==> src/rtl/sdram_rect_responder_pkg.sv <==
//------------------------------------------------------------------------------
// sdram_rect_responder_pkg : state encoding and frame-buffer constants
// Rev 1.0
//------------------------------------------------------------------------------
`default_nettype none
package sdram_rect_responder_pkg;
  localparam int BYTES_PER_PIXEL = 4;
  localparam int PIXEL_SHIFT     = 2;
  localparam int DEF_SCREEN_W    = 640;
  localparam int DEF_SCREEN_H    = 480;
  localparam logic [31:0] FRAME_BYTES = 32'(DEF_SCREEN_W * DEF_SCREEN_H * BYTES_PER_PIXEL);

  typedef enum logic [2:0] {
    ST_IDLE    = 3'd0,
    ST_CHECK   = 3'd1,
    ST_RD_REQ  = 3'd2,
    ST_RD_WAIT = 3'd3,
    ST_EVAL    = 3'd4,
    ST_WR_REQ  = 3'd5,
    ST_NEXT    = 3'd6,
    ST_DONE    = 3'd7
  } state_t;

  function automatic logic [31:0] pixel_byte_offset(input logic [31:0] x,
                                                    input logic [31:0] y,
                                                    input logic [31:0] pitch);
    return (y * pitch + x) << PIXEL_SHIFT;
  endfunction
endpackage
`default_nettype wire

==> src/rtl/sdram_rect_responder_addr_gen.sv <==
//------------------------------------------------------------------------------
// rect_addr_gen : registered pixel x/y -> frame-buffer byte address
// Rev 1.0
//------------------------------------------------------------------------------
`default_nettype none
module rect_addr_gen
  import sdram_rect_responder_pkg::*;
#(
  parameter int COORD_W  = 16,
  parameter int SCREEN_W = DEF_SCREEN_W
) (
  input  logic               sys_clk,
  input  logic               reset,
  input  logic               load,
  input  logic [COORD_W-1:0] x,
  input  logic [COORD_W-1:0] y,
  input  logic [31:0]        base,
  output logic [31:0]        address
);
  localparam logic [31:0] c_pitch = 32'(SCREEN_W);

  always_ff @(posedge sys_clk) begin
    if (reset)
      address <= '0;
    else if (load)
      address <= base + pixel_byte_offset(32'(x), 32'(y), c_pitch);
  end
endmodule
`default_nettype wire

==> src/rtl/sdram_rect_responder.sv <==
//------------------------------------------------------------------------------
// sdram_rect_responder : walks a rectangle, reads each pixel, writes back drawer colour
// Rev 1.0
//------------------------------------------------------------------------------
`default_nettype none
module sdram_rect_responder
  import sdram_rect_responder_pkg::*;
#(
  parameter int COORD_W    = 16,
  parameter int COLOUR_W   = 32,
  parameter int SCREEN_W   = DEF_SCREEN_W,
  parameter int SCREEN_H   = DEF_SCREEN_H,
  parameter bit SKIP_EQUAL = 1'b1
) (
  input  logic                sys_clk,
  input  logic                reset,
  input  logic                start,
  input  logic [COORD_W-1:0]  x_start,
  input  logic [COORD_W-1:0]  y_start,
  input  logic [COORD_W-1:0]  x_length,
  input  logic [COORD_W-1:0]  y_length,
  input  logic [31:0]         base_addr_offset,
  input  logic [COLOUR_W-1:0] new_color,
  output logic [COORD_W-1:0]  current_x,
  output logic [COORD_W-1:0]  current_y,
  output logic [COLOUR_W-1:0] old_color,
  output logic                done,
  output logic                busy,
  output logic [31:0]         avm_address,
  output logic                avm_read,
  output logic                avm_write,
  output logic [COLOUR_W-1:0] avm_writedata,
  output logic [3:0]          avm_byteenable,
  input  logic [COLOUR_W-1:0] avm_readdata,
  input  logic                avm_readdatavalid,
  input  logic                avm_waitrequest
);
  localparam logic [COORD_W:0] c_screen_w = (COORD_W+1)'(SCREEN_W);
  localparam logic [COORD_W:0] c_screen_h = (COORD_W+1)'(SCREEN_H);

  state_t                r_state, w_next;
  logic [COORD_W-1:0]    r_x0;
  logic [COORD_W:0]      r_x, r_y, r_x_end, r_y_end;
  logic [31:0]           r_base;
  logic [COLOUR_W-1:0]   r_old, r_wdata;
  logic                  r_busy, r_done;
  logic                  w_addr_load, w_off_screen, w_x_last, w_y_last;

  // Coordinates carry one extra bit so a walk past 2^COORD_W-1 stays off-screen instead of wrapping
  assign w_off_screen = (r_x >= c_screen_w) || (r_y >= c_screen_h);
  assign w_x_last     = (r_x == r_x_end);
  assign w_y_last     = (r_y == r_y_end);

  rect_addr_gen #(
    .COORD_W  (COORD_W),
    .SCREEN_W (SCREEN_W)
  ) u_addr_gen (
    .sys_clk (sys_clk),
    .reset   (reset),
    .load    (w_addr_load),
    .x       (r_x[COORD_W-1:0]),
    .y       (r_y[COORD_W-1:0]),
    .base    (r_base),
    .address (avm_address)
  );

  always_ff @(posedge sys_clk) begin
    if (reset) begin
      r_state <= ST_IDLE;
      r_x0    <= '0;
      r_x     <= '0;
      r_y     <= '0;
      r_x_end <= '0;
      r_y_end <= '0;
      r_base  <= '0;
      r_old   <= '0;
      r_wdata <= '0;
      r_busy  <= 1'b0;
      r_done  <= 1'b0;
    end else begin
      r_state <= w_next;
      r_done  <= (r_state == ST_DONE);
      case (r_state)
        ST_IDLE: if (start) begin
          r_x0    <= x_start;
          r_x     <= {1'b0, x_start};
          r_y     <= {1'b0, y_start};
          r_x_end <= {1'b0, x_start} + {1'b0, x_length} - 1'b1;
          r_y_end <= {1'b0, y_start} + {1'b0, y_length} - 1'b1;
          r_base  <= base_addr_offset;
          r_busy  <= 1'b1;
        end
        ST_RD_WAIT: if (avm_readdatavalid) r_old <= avm_readdata;
        ST_EVAL:    r_wdata <= new_color;
        ST_NEXT: begin
          if (w_x_last) begin
            r_x <= {1'b0, r_x0};
            if (!w_y_last) r_y <= r_y + 1'b1;
          end else begin
            r_x <= r_x + 1'b1;
          end
        end
        ST_DONE:    r_busy <= 1'b0;
        default: ;
      endcase
    end
  end

  always_comb begin
    w_next      = r_state;
    w_addr_load = 1'b0;
    avm_read    = 1'b0;
    avm_write   = 1'b0;
    case (r_state)
      ST_IDLE: if (start)
        w_next = (x_length == '0 || y_length == '0) ? ST_DONE : ST_CHECK;
      ST_CHECK: begin
        w_addr_load = !w_off_screen;
        w_next      = w_off_screen ? ST_NEXT : ST_RD_REQ;
      end
      ST_RD_REQ: begin
        avm_read = 1'b1;
        if (!avm_waitrequest) w_next = ST_RD_WAIT;
      end
      ST_RD_WAIT: if (avm_readdatavalid) w_next = ST_EVAL;
      ST_EVAL:
        w_next = (SKIP_EQUAL && new_color == r_old) ? ST_NEXT : ST_WR_REQ;
      ST_WR_REQ: begin
        avm_write = 1'b1;
        if (!avm_waitrequest) w_next = ST_NEXT;
      end
      ST_NEXT: w_next = (w_x_last && w_y_last) ? ST_DONE : ST_CHECK;
      ST_DONE: w_next = ST_IDLE;
      default: w_next = ST_IDLE;
    endcase
  end

  assign current_x      = r_x[COORD_W-1:0];
  assign current_y      = r_y[COORD_W-1:0];
  assign old_color      = r_old;
  assign avm_writedata  = r_wdata;
  assign avm_byteenable = 4'hF;
  assign busy           = r_busy;
  assign done           = r_done;
endmodule
`default_nettype wire
==> config.mk <==
export PLATFORM = sky130hd
export DESIGN_NAME = sdram_rect_responder
export DESIGN_NICKNAME = d
export VERILOG_FILES = /design/src/rtl/sdram_rect_responder_pkg.sv /design/src/rtl/sdram_rect_responder_addr_gen.sv /design/src/rtl/sdram_rect_responder.sv
export SDC_FILE = /design/constraint.sdc
export NUM_CORES = 1
export LEC_CHECK = 0
export BUFFER_PORTS_ARGS = -buffer_cell sky130_fd_sc_hd__clkbuf_2
export CAP_MARGIN = 20
export CELL_PAD_IN_SITES_DETAIL_PLACEMENT = 0
export CELL_PAD_IN_SITES_GLOBAL_PLACEMENT = 2
export CORE_MARGIN = 4
export CORE_UTILIZATION = 28
export DETAILED_ROUTE_END_ITERATION = 6
export PLACE_DENSITY_LB_ADDON = 0.1
export SYNTH_ARGS = -nofsm -noshare
export SYNTH_HDL_FRONTEND = slang
export SYNTH_SLANG_ARGS = --single-unit
==> constraint.sdc <==
create_clock -name sys_clk -period 4.7 [get_ports sys_clk]
set_input_delay 0.235 -clock sys_clk [delete_from_list [all_inputs] [get_ports sys_clk]]
set_output_delay 0.235 -clock sys_clk [all_outputs]
set_load 0.005 [all_outputs]
==> Word-level counts from Yosys, hierarchy flattened <==
Cells that the tools add are included.
{ "op_classes": {"addsub": 8, "n_mul": 1, "div": 0, "n_lt_le_gt_ge": 2, "n_eq_ne": 16, "shifts": 0, "muxes": 21, "bitwise_logic": 0, "n_reduce_logical": 15} }
{ "ops": {"columns": ["operator", "n"], "rows": [
  ["$mux W17", 5],
  ["$pmux W17 S2", 2],
  ["$add A16 B16 Y17", 2],
  ["$add A17 B1 Y17 const B", 2],
  ["$eq A17 B17 Y1", 2],
  ["$sub A17 B1 Y17 const B", 2],
  ["$add A32 B32 Y32", 1],
  ["$eq A32 B32 Y1", 1],
  ["$logic_not A16 Y1", 2],
  ["$add A26 B16 Y27", 1],
  ["$pmux W3 S8", 1],
  ["$mux W3", 7],
  ["$mul A16 B3 Y19 const B", 1],
  ["$ge A17 B10 Y1 const B", 1],
  ["$ge A17 B9 Y1 const B", 1],
  ["$eq A3 B3 Y1 const B", 4],
  ["$ne A2 B2 Y1 const B", 6],
  ["$reduce_and A2 Y1", 4],
  ["$reduce_and A4 Y1", 2],
  ["$eq A3 B2 Y1 const B", 2],
  ["$mux W1", 4],
  ["$reduce_bool A2 Y1", 2],
  ["$eq A3 B1 Y1 const B", 1],
  ["$logic_not A3 Y1", 1],
  ["other kinds (5)", 6]
]} }
{ "word_totals": {"regBits": 217, "latch_bits": 0, "ramBits": 0, "mem_bits_ro": 0, "wordCells": 75, "memories": 0} }

==> Longest topological paths before layout <==
Gate-level depths: netlist (run 1).
{ "depth": {"ltp_word": 5, "mapped_depth": 24, "mapped_depth_nobuf": 23} }

==> Cells and area by module <==
Synthesis (run 1) repeated with hierarchy kept, for this count alone.
{ "unflattened": {"hier_cells": 1933, "hier_area_um2": 15003.1} }
{ "by_module_without_submodules": {"columns": ["module", "n_inst", "cells_per_inst", "area_per_inst_um2"], "rows": [
  ["sdram_rect_responder", 1, 1436, 10981.8],
  ["rect_addr_gen", 1, 497, 4021.4]
]} }

==> Worst setup path after synthesis (run 1) <==
OpenSTA, ideal clock, no wires.
{ "synth_path": {"kind": "reg-to-reg", "from": "register r_y[1]", "to": "register u_addr_gen.address[31]", "setup_time_ns": 0.091, "t_arrival_ns": 4.531, "setup_slack_ns": 0.078, "stages_incl_launch_ff": 23, "path_buffers": 0, "cell_sequence": "dfxtp_1 -> ha_1 -> ha_1 -> inv_1 -> fa_1 -> nor2b_1 -> o31a_1 -> a21oi_1 -> ha_1 -> nand3_1 -> o21ai_0 -> nand3_1 -> nor2_1 -> xnor2_1 -> ha_1 -> a21o_1 -> a21o_1 -> a211o_1 -> a21oi_1 -> o21a_1 -> a31oi_1 -> a31o_2 -> a311oi_1"} }
{ "synth_between": {"elab_chain_cells": 4, "word_cells_on_any_way": 7, "classes_between": "add/sub: 2; mul: 1; order compare: 1; mux: 1; reduce/logical: 2"} }
{ "synth_rtl": {"columns": ["item", "line", "text"], "rows": [
  ["from (decl)", "sdram_rect_responder.sv:43", "logic [COORD_W:0] r_x, r_y, r_x_end, r_y_end;"],
  ["from (signal assigned)", "sdram_rect_responder.sv:87", "r_y <= {1'b0, y_start};"],
  ["from (signal assigned)", "sdram_rect_responder.sv:98", "if (!w_y_last) r_y <= r_y + 1'b1;"],
  ["branches (longest 4 deep; another with $add A32 B32 Y32)", null, null],
  ["to (signal assigned)", "sdram_rect_responder_addr_gen.sv:26", "address <= base + pixel_byte_offset(32'(x), 32'(y), c_pitch);"],
  ["to (decl)", "sdram_rect_responder_addr_gen.sv:18", "output logic [31:0] address"]
]} }
Parallel ways; which one is timed is not known.
A chain may end at the register's enable or synchronous reset.

==> Worst setup path in the final report (run 1) <==
{ "layout_path": {"from": "register r_y[3]", "to": "register u_addr_gen.address[31]"} }
Same word-level chain as after synthesis.

==> flow_summary.toml, run 1 <==
[grt]
grt_pass1_vias = 14500
grt_max_degree = 83
grt_overflow_total = 0
antenna_found_initial = 3
grt_pass1_wl_um = 84000
track_usage_pct = 18.5

[synth]
synth.distinct_cells = 75
yosysTopAreaCell = "dfxtp_1"
yosys_warnings = 0
synthTopCellsByArea = "dfxtp_1 30%, ha_1 11%, nand2_1 10%"
synth_edf_count = 0
ys_seq_area_share_pct = 29.7
synthFlopType = "dfxtp_1"
async_flop_share_pct = 0
yosys-top-cells-count = "390 x nand2_1, 227 x a21oi_1, 217 x dfxtp_1, 156 x inv_1, 134 x ha_1"
synth_top_area_share_pct = 29.7
syn_area_per_cell_um2 = 7.48
ys_ff_latch = 217
yosysMostFrequentCell = "nand2_1"
synth_cells = 1954
synth_area_um2 = 14600

[route]
routed-via-count = 14500
viasPerCell = 4.75
remaining_drc_errors = 0
postRouteWirelength_um = 54200
dr.pass1.iters = 5
wl_per_cell_um = 17.8
drt_iter0_markers = 712
ant_nets = 0

[die]
ios = 301
core_area_um2 = 51500
die_h_um = 236
dieArea_um2 = 55900
die_x_um = 236
start_util_pct = 28.4
rows = 83

[cts]
clk_latency_ns = 0.56
cts_tree = "built"
cts-root-buf = "clkbuf_16"
cts.sinks = 217
cts_buffer_depth = 3
path_clk_slew_ns = 0.06
cts_buffers = 28
h-tree-depth = 1

[power]
p_int_w = 0.00524
combPwrFrac_pct = 46.7
p_leak_nw = 8.78
p_seq_share_pct = 28.2
clkPwrFrac_pct = 25.1
peakVddDrop_uv = 443
power_switching_w = 0.00362
power.density_nw_per_um2 = 457
sw_frac_of_total_pct = 40.9

[setup_path]
timing.rr.end = "u_addr_gen.address[31]"
cpMaxStageDelayCell = "dfxtp_2"
worstSetupPathType = "reg -> reg"
path_common_cell = "a21o_1"
path_cells = "buf_6 -> ha_4 -> ha_4 -> o21ai_2 -> o21bai_1 -> a21oi_1 -> xnor2_1 -> ha_1 -> a21o_1 -> a31oi_4 -> o21ai_2 -> nand3_1 -> nor2_1 -> xnor2_1 -> ha_1 -> a21o_1 -> a21o_1 -> a211o_1 -> a21oi_2 -> o21a_1 -> a31oi_4 -> a31o_2 -> a311oi_1"
endpoint_kind = "flop"
critPathMaxStageDelay_ns = 0.34
reg2reg_from = "r_y[3]"
start_kind = "flop"
arrival_ns = 4.99
reg2reg_slack_ns = 0.18
worstPathRequired_ns = 5.18
cp_max_fo = 4
reg2reg_depth = 23

[cells_and_area]
multi_input_area_um2 = 9360
seqCellArea_um2 = 4350
final_core_util_pct = 37.6
fill_cells = 5591
areaGrowthSynthToFinish_pct = 32.6
finalNetCount = 2658
drive_gt1_share_pct = 20.7

[sta]
relSlewSlack_pct = 33.8
skew_ns = 0.00767
holdWs_ns = 0.0290
min_period_ns = 4.52
finalSetupViolCount = 0
max_freq_ghz = 0.221
period_share_pct = 96.1
drv_slew = 0
rsz0062_at_grt = "yes"
hold_viol = 0
tightest_slew_ns = 0.993

[job]
cap_violations = 0

[worst_hold_path]
holdCritStartpoint = "x_start[3]"
hold_path.class = "in -> reg"
hold_end = "r_x0[3]"
hold_depth = 3

[placement]
dp_hpwl_um = 41500
numPortBuffers = 296
gp_congestion = 0.826

[status]
status = "finished clean"
## sequential cells by signal, summed over array words and instances, names as in the netlist, 3 cells and up
| signal | cells |
|---|---|
| avm_writedata | 32 |
| old_color | 32 |
| r_base | 32 |
| r_state | 3 |
| r_x | 17 |
| r_x0 | 16 |
| r_x_end | 17 |
| r_y | 17 |
| r_y_end | 17 |
| u_addr_gen.address | 32 |
## worst max-delay path: cells and delay by family (launching register included)
| kind | cells | cell delay, ns |
|---|---|---|
| simple gates | 2 | 0.17 |
| fa+ha+maj | 4 | 1.03 |
| buf+inv | 1 | 0.12 |
| flops | 1 | 0.34 |
| compound gates | 14 | 2.42 |
| xor+xnor | 2 | 0.35 |
## cell type report
type	instances	share of cell area, %
antenna	2	0.0258
inverter	157	3.04
clock buffer	42	4.40
clock inverter	6	0.491
multi-input combinational	1456	48.3
timing repair buffer	494	16.9
tap	680	4.39
sequential	217	22.5
## power groups by stage
stage          registers [W]  clock network (W)  logic (W)
6_report             0.00250            0.00222    0.00414
3_5_place_dp         0.00253                  0    0.00392
5_1_grt              0.00254            0.00235    0.00464
3_3_place_gp         0.00252                  0    0.00391
2_1_floorplan        0.00243                  0    0.00260
4_1_cts              0.00249            0.00229    0.00405
## worst max path at each step
stage          startpoint                      to  slack, ns  cells after the start
2_1_floorplan      r_y[1]  u_addr_gen.address[31]       0.08                     22
3_3_place_gp       r_y[3]  u_addr_gen.address[31]      -0.03                     23
3_5_place_dp       r_y[3]  u_addr_gen.address[31]      -0.08                     23
4_1_cts            r_y[3]  u_addr_gen.address[30]       0.01                     24
5_1_grt            r_y[3]  u_addr_gen.address[31]      -0.13                     22
6_report           r_y[3]  u_addr_gen.address[31]       0.18                     23
## cells by family (layout without fill, tap and decap cells)
group	after synthesis	after routing	synth area share (%)
mux	6	6	0.428
simple gates	698	698	21.1
fa+ha+maj	139	139	12.2
flops	217	217	29.7
other cells	2	7	0.0514
xor+xnor	144	144	8.63
buf+inv	284	699	8.42
compound gates	464	464	19.5
## what timing repair did
action,4_1_cts,5_1_grt
hold endpoints to repair,125,0
setup endpoints to repair,3,12
hold buffers,115,0
resized for setup,7,50
setup buffers,1,5
pin swaps,8,41
gates cloned,0,0
## cell usage in the layout (no fill, tap or decap), types with 8 or more instances in the layout
cell and instances:
nor2b_1 15, nand3_1 47, ha_1 124, nand4_1 24, clkbuf_2 295, a21o_1 25, nor4_1 27, o211ai_1 11
a21oi_1 220, o21ai_0 50, nor3_1 30, a211oi_1 21, and2_1 8, clkbuf_8 10, buf_4 81, clkbuf_16 28
and3_1 17, o22ai_1 8, xnor2_1 81, ha_4 8, a31oi_1 17, xor2_1 62, o21a_1 23, nand2_1 390
nor2_1 89, nand2b_1 9, dlygate4sd3_1 115, inv_1 156, dfxtp_1 212
## through the flow
step	setup WS [ns]	std cells	setup TNS, ns	area [um^2]	power, W
final	0.182	3054	0	19400	0.00886
after CTS	0.0106	3047	0	19100	0.00883
after floorplan	0.0782	1957	0	14600	0.00503
after global placement	-0.0317	2883	-0.0317	16900	0.00644
after detailed placement	-0.0808	2883	-0.158	16900	0.00645
after global routing	-0.133	3052	-0.271	19400	0.00953
## layer usage
layer / GRT usage (%) / part of all wire (%) / wire length [um] / vias to the layer above
li1: - / - / - / 7429
met1: 24.8 / 47 / 25400 / 6776
met2: 30.9 / 46 / 25100 / 265
met3: 4.35 / 5.3 / 2900 / 44
met4: 2.87 / 1.5 / 829 / 2
met5: 0 / 0.013 / 7 / -
(Power assumes the default switching activity.)
==> run 2, diff against run 1 <==
--- a/config.mk
+++ b/config.mk
@@ -12,7 +12,8 @@
 export CORE_MARGIN = 4
 export CORE_UTILIZATION = 28
 export DETAILED_ROUTE_END_ITERATION = 6
-export PLACE_DENSITY_LB_ADDON = 0.1
+export PLACE_DENSITY = 0.88
+export RECOVER_POWER = 25
 export SYNTH_ARGS = -nofsm -noshare
 export SYNTH_HDL_FRONTEND = slang
 export SYNTH_SLANG_ARGS = --single-unit
==> run 2 against run 1 <==
  * Critical path depth shrank 3
  * Non-clock buffer count rose by 3
  * Critical path type unchanged
  * Largest power group unchanged
  * Final cell count is 0.16% higher
  * Die area unchanged
  * Hold slack better by 0.00090 ns
  * Worst setup slack got worse by 0.042 ns
  * Total power fell by 0.82%
  * Via count up 2.8%
  * Clock power shrank 2%
==> flow_summary.toml, run 2 (synthesis results as in run 1) <==
[cells_and_area]
areaGrowthSynthToFinish_pct = 32.7
drive_gt1_share_pct = 19.1
finalNetCount = 2659
fin_cells = 3059
layout_common_cells = "390 x nand2_1, 241 x clkbuf_2, 221 x a21oi_1, 213 x dfxtp_1, 156 x inv_1"
final_common_cell = "nand2_1"
final_core_util_pct = 37.6

[worst_hold_path]
holdCritStartpoint = "y_start[10]"
hold_path.class = "in -> reg"

[setup_path]
start_kind = "flop"
reg2reg_from = "r_y[3]"
cp_max_fo = 4
critPathMaxStageDelay_ns = 0.42
worstPathRequired_ns = 5.17
crit_start = "r_y[3]"
endpoint_kind = "flop"
cpMaxStageDelayCell = "or3_4"
arrival_ns = 5.03
worstSetupPathType = "reg -> reg"
path_cells = "ha_4 -> ha_4 -> inv_1 -> fa_2 -> nor2b_4 -> o31ai_2 -> a21oi_1 -> a21oi_1 -> xnor2_1 -> o211ai_2 -> or3_4 -> xor2_1 -> ha_1 -> buf_4 -> o21a_1 -> a21oi_2 -> o21a_1 -> a31oi_4 -> a31o_2 -> a311oi_1"

[route]
viasPerCell = 4.88
postRouteWirelength_um = 51500
drt_iter0_markers = 719
dr.pass1.iters = 5
wl_per_cell_um = 16.8
routed-via-count = 14900
ant_nets = 0
remaining_drc_errors = 0

[sta]
min_period_ns = 4.56
skew_ns = 0.0236
fin_ws_ns = 0.140
period_share_pct = 97.0
holdWs_ns = 0.0299
max_freq_ghz = 0.219
rsz0062_at_grt = "yes"
drv_slew = 0
finalSetupViolCount = 0
hold_viol = 0
relSlewSlack_pct = 37.6
tightest_slew_ns = 0.931

[cts]
path_clk_slew_ns = 0.06
cts_buffers = 26
cts_tree = "built"
cts.sinks = 217
h-tree-depth = 1
cts-root-buf = "clkbuf_16"
cts_buffer_depth = 3
clk_latency_ns = 0.56

[power]
p_leak_nw = 8.62
power.density_nw_per_um2 = 453
p_total_w = 0.00879
peakVddDrop_uv = 284

[grt]
gr-max-usage-layer = "met2"
grt_pass1_wl_um = 80700
grtUsageMet1_pct = 21.5
grt_use_met3_pct = 4.27
met2_usage_pct = 30.2
track_usage_pct = 17.5
grt_max_degree = 101
grt_overflow_total = 0
grt_pass1_vias = 15000
antenna_found_initial = 11

[job]
cap_violations = 0

[die]
core_area_um2 = 51500
start_util_pct = 28.4
die_h_um = 236
ios = 301
dieArea_um2 = 55900
die_x_um = 236
rows = 83

[placement]
numPortBuffers = 296
place_inst = 2879
gp_congestion = 0.862
dp_slack_ns = -0.183
dp_hpwl_um = 39000

[status]
status = "finished clean"
[run 2: critical path, delay by kind of cell (launching register included)]
kind / cells / cell delay [ns]
flip-flops: 1 / 0.37
AND/OR/NAND/NOR: 2 / 0.57
buffers and inverters: 2 / 0.21
adder cells (fa/ha/maj): 4 / 1.11
AO/OA/AOI/OAI: 10 / 1.76
XOR/XNOR: 2 / 0.50
[run 2: where the power goes]
part	total, W	internal [W]	leakage [nW]	switching, W
logic	0.00414	0.00173	6.39	0.00241
clock network	0.00217	0.00131	0.451	0.000860
registers	0.00247	0.00216	1.77	0.000304
total	0.00879	0.00521	8.62	0.00358
[run 2: per-stage QoR]
stage,setup TNS (ns),area [um^2]
finish,0,19400
global route,-0.105,19400
CTS,0,19000
detailed placement,-0.263,16900
global placement,-0.0269,16900
floorplan,0,14600
[run 2: routing by layer]
metal	up-vias	wire length [um]
met5	-	77
met3	96	3340
li1	7446	-
met2	427	24400
met4	10	1830
met1	6941	21900
[run 2: worst paths after layout]
| check | to | slack, ns | depth (start not counted) |
|---|---|---|---|
| min reg2reg | r_x0[3] | 0.45 | 2 |
| max | u_addr_gen.address[31] | 0.14 | 20 |
| max reg2reg | u_addr_gen.address[31] | 0.14 | 20 |
| min | r_y[10] | 0.03 | 3 |
[run 2: what timing repair did]
action / 4_1_cts / 5_1_grt
setup endpoints to repair: 3 / 9
setup buffers: 7 / 11
resized for setup: 11 / 62
hold buffers: 110 / 0
pin swaps: 13 / 53
hold endpoints to repair: 117 / 0
[run 2: layout make-up]
class,instances,area (um^2)
Clock buffer,34,731
Antenna cell,6,15.0
Fill cell,5459,32100
Tap cell,680,851
Clock inverter,12,183
Multi-Input combinational cell,1456,9430
Timing Repair Buffer,497,3230
Sequential cell,217,4350
Inverter,157,589
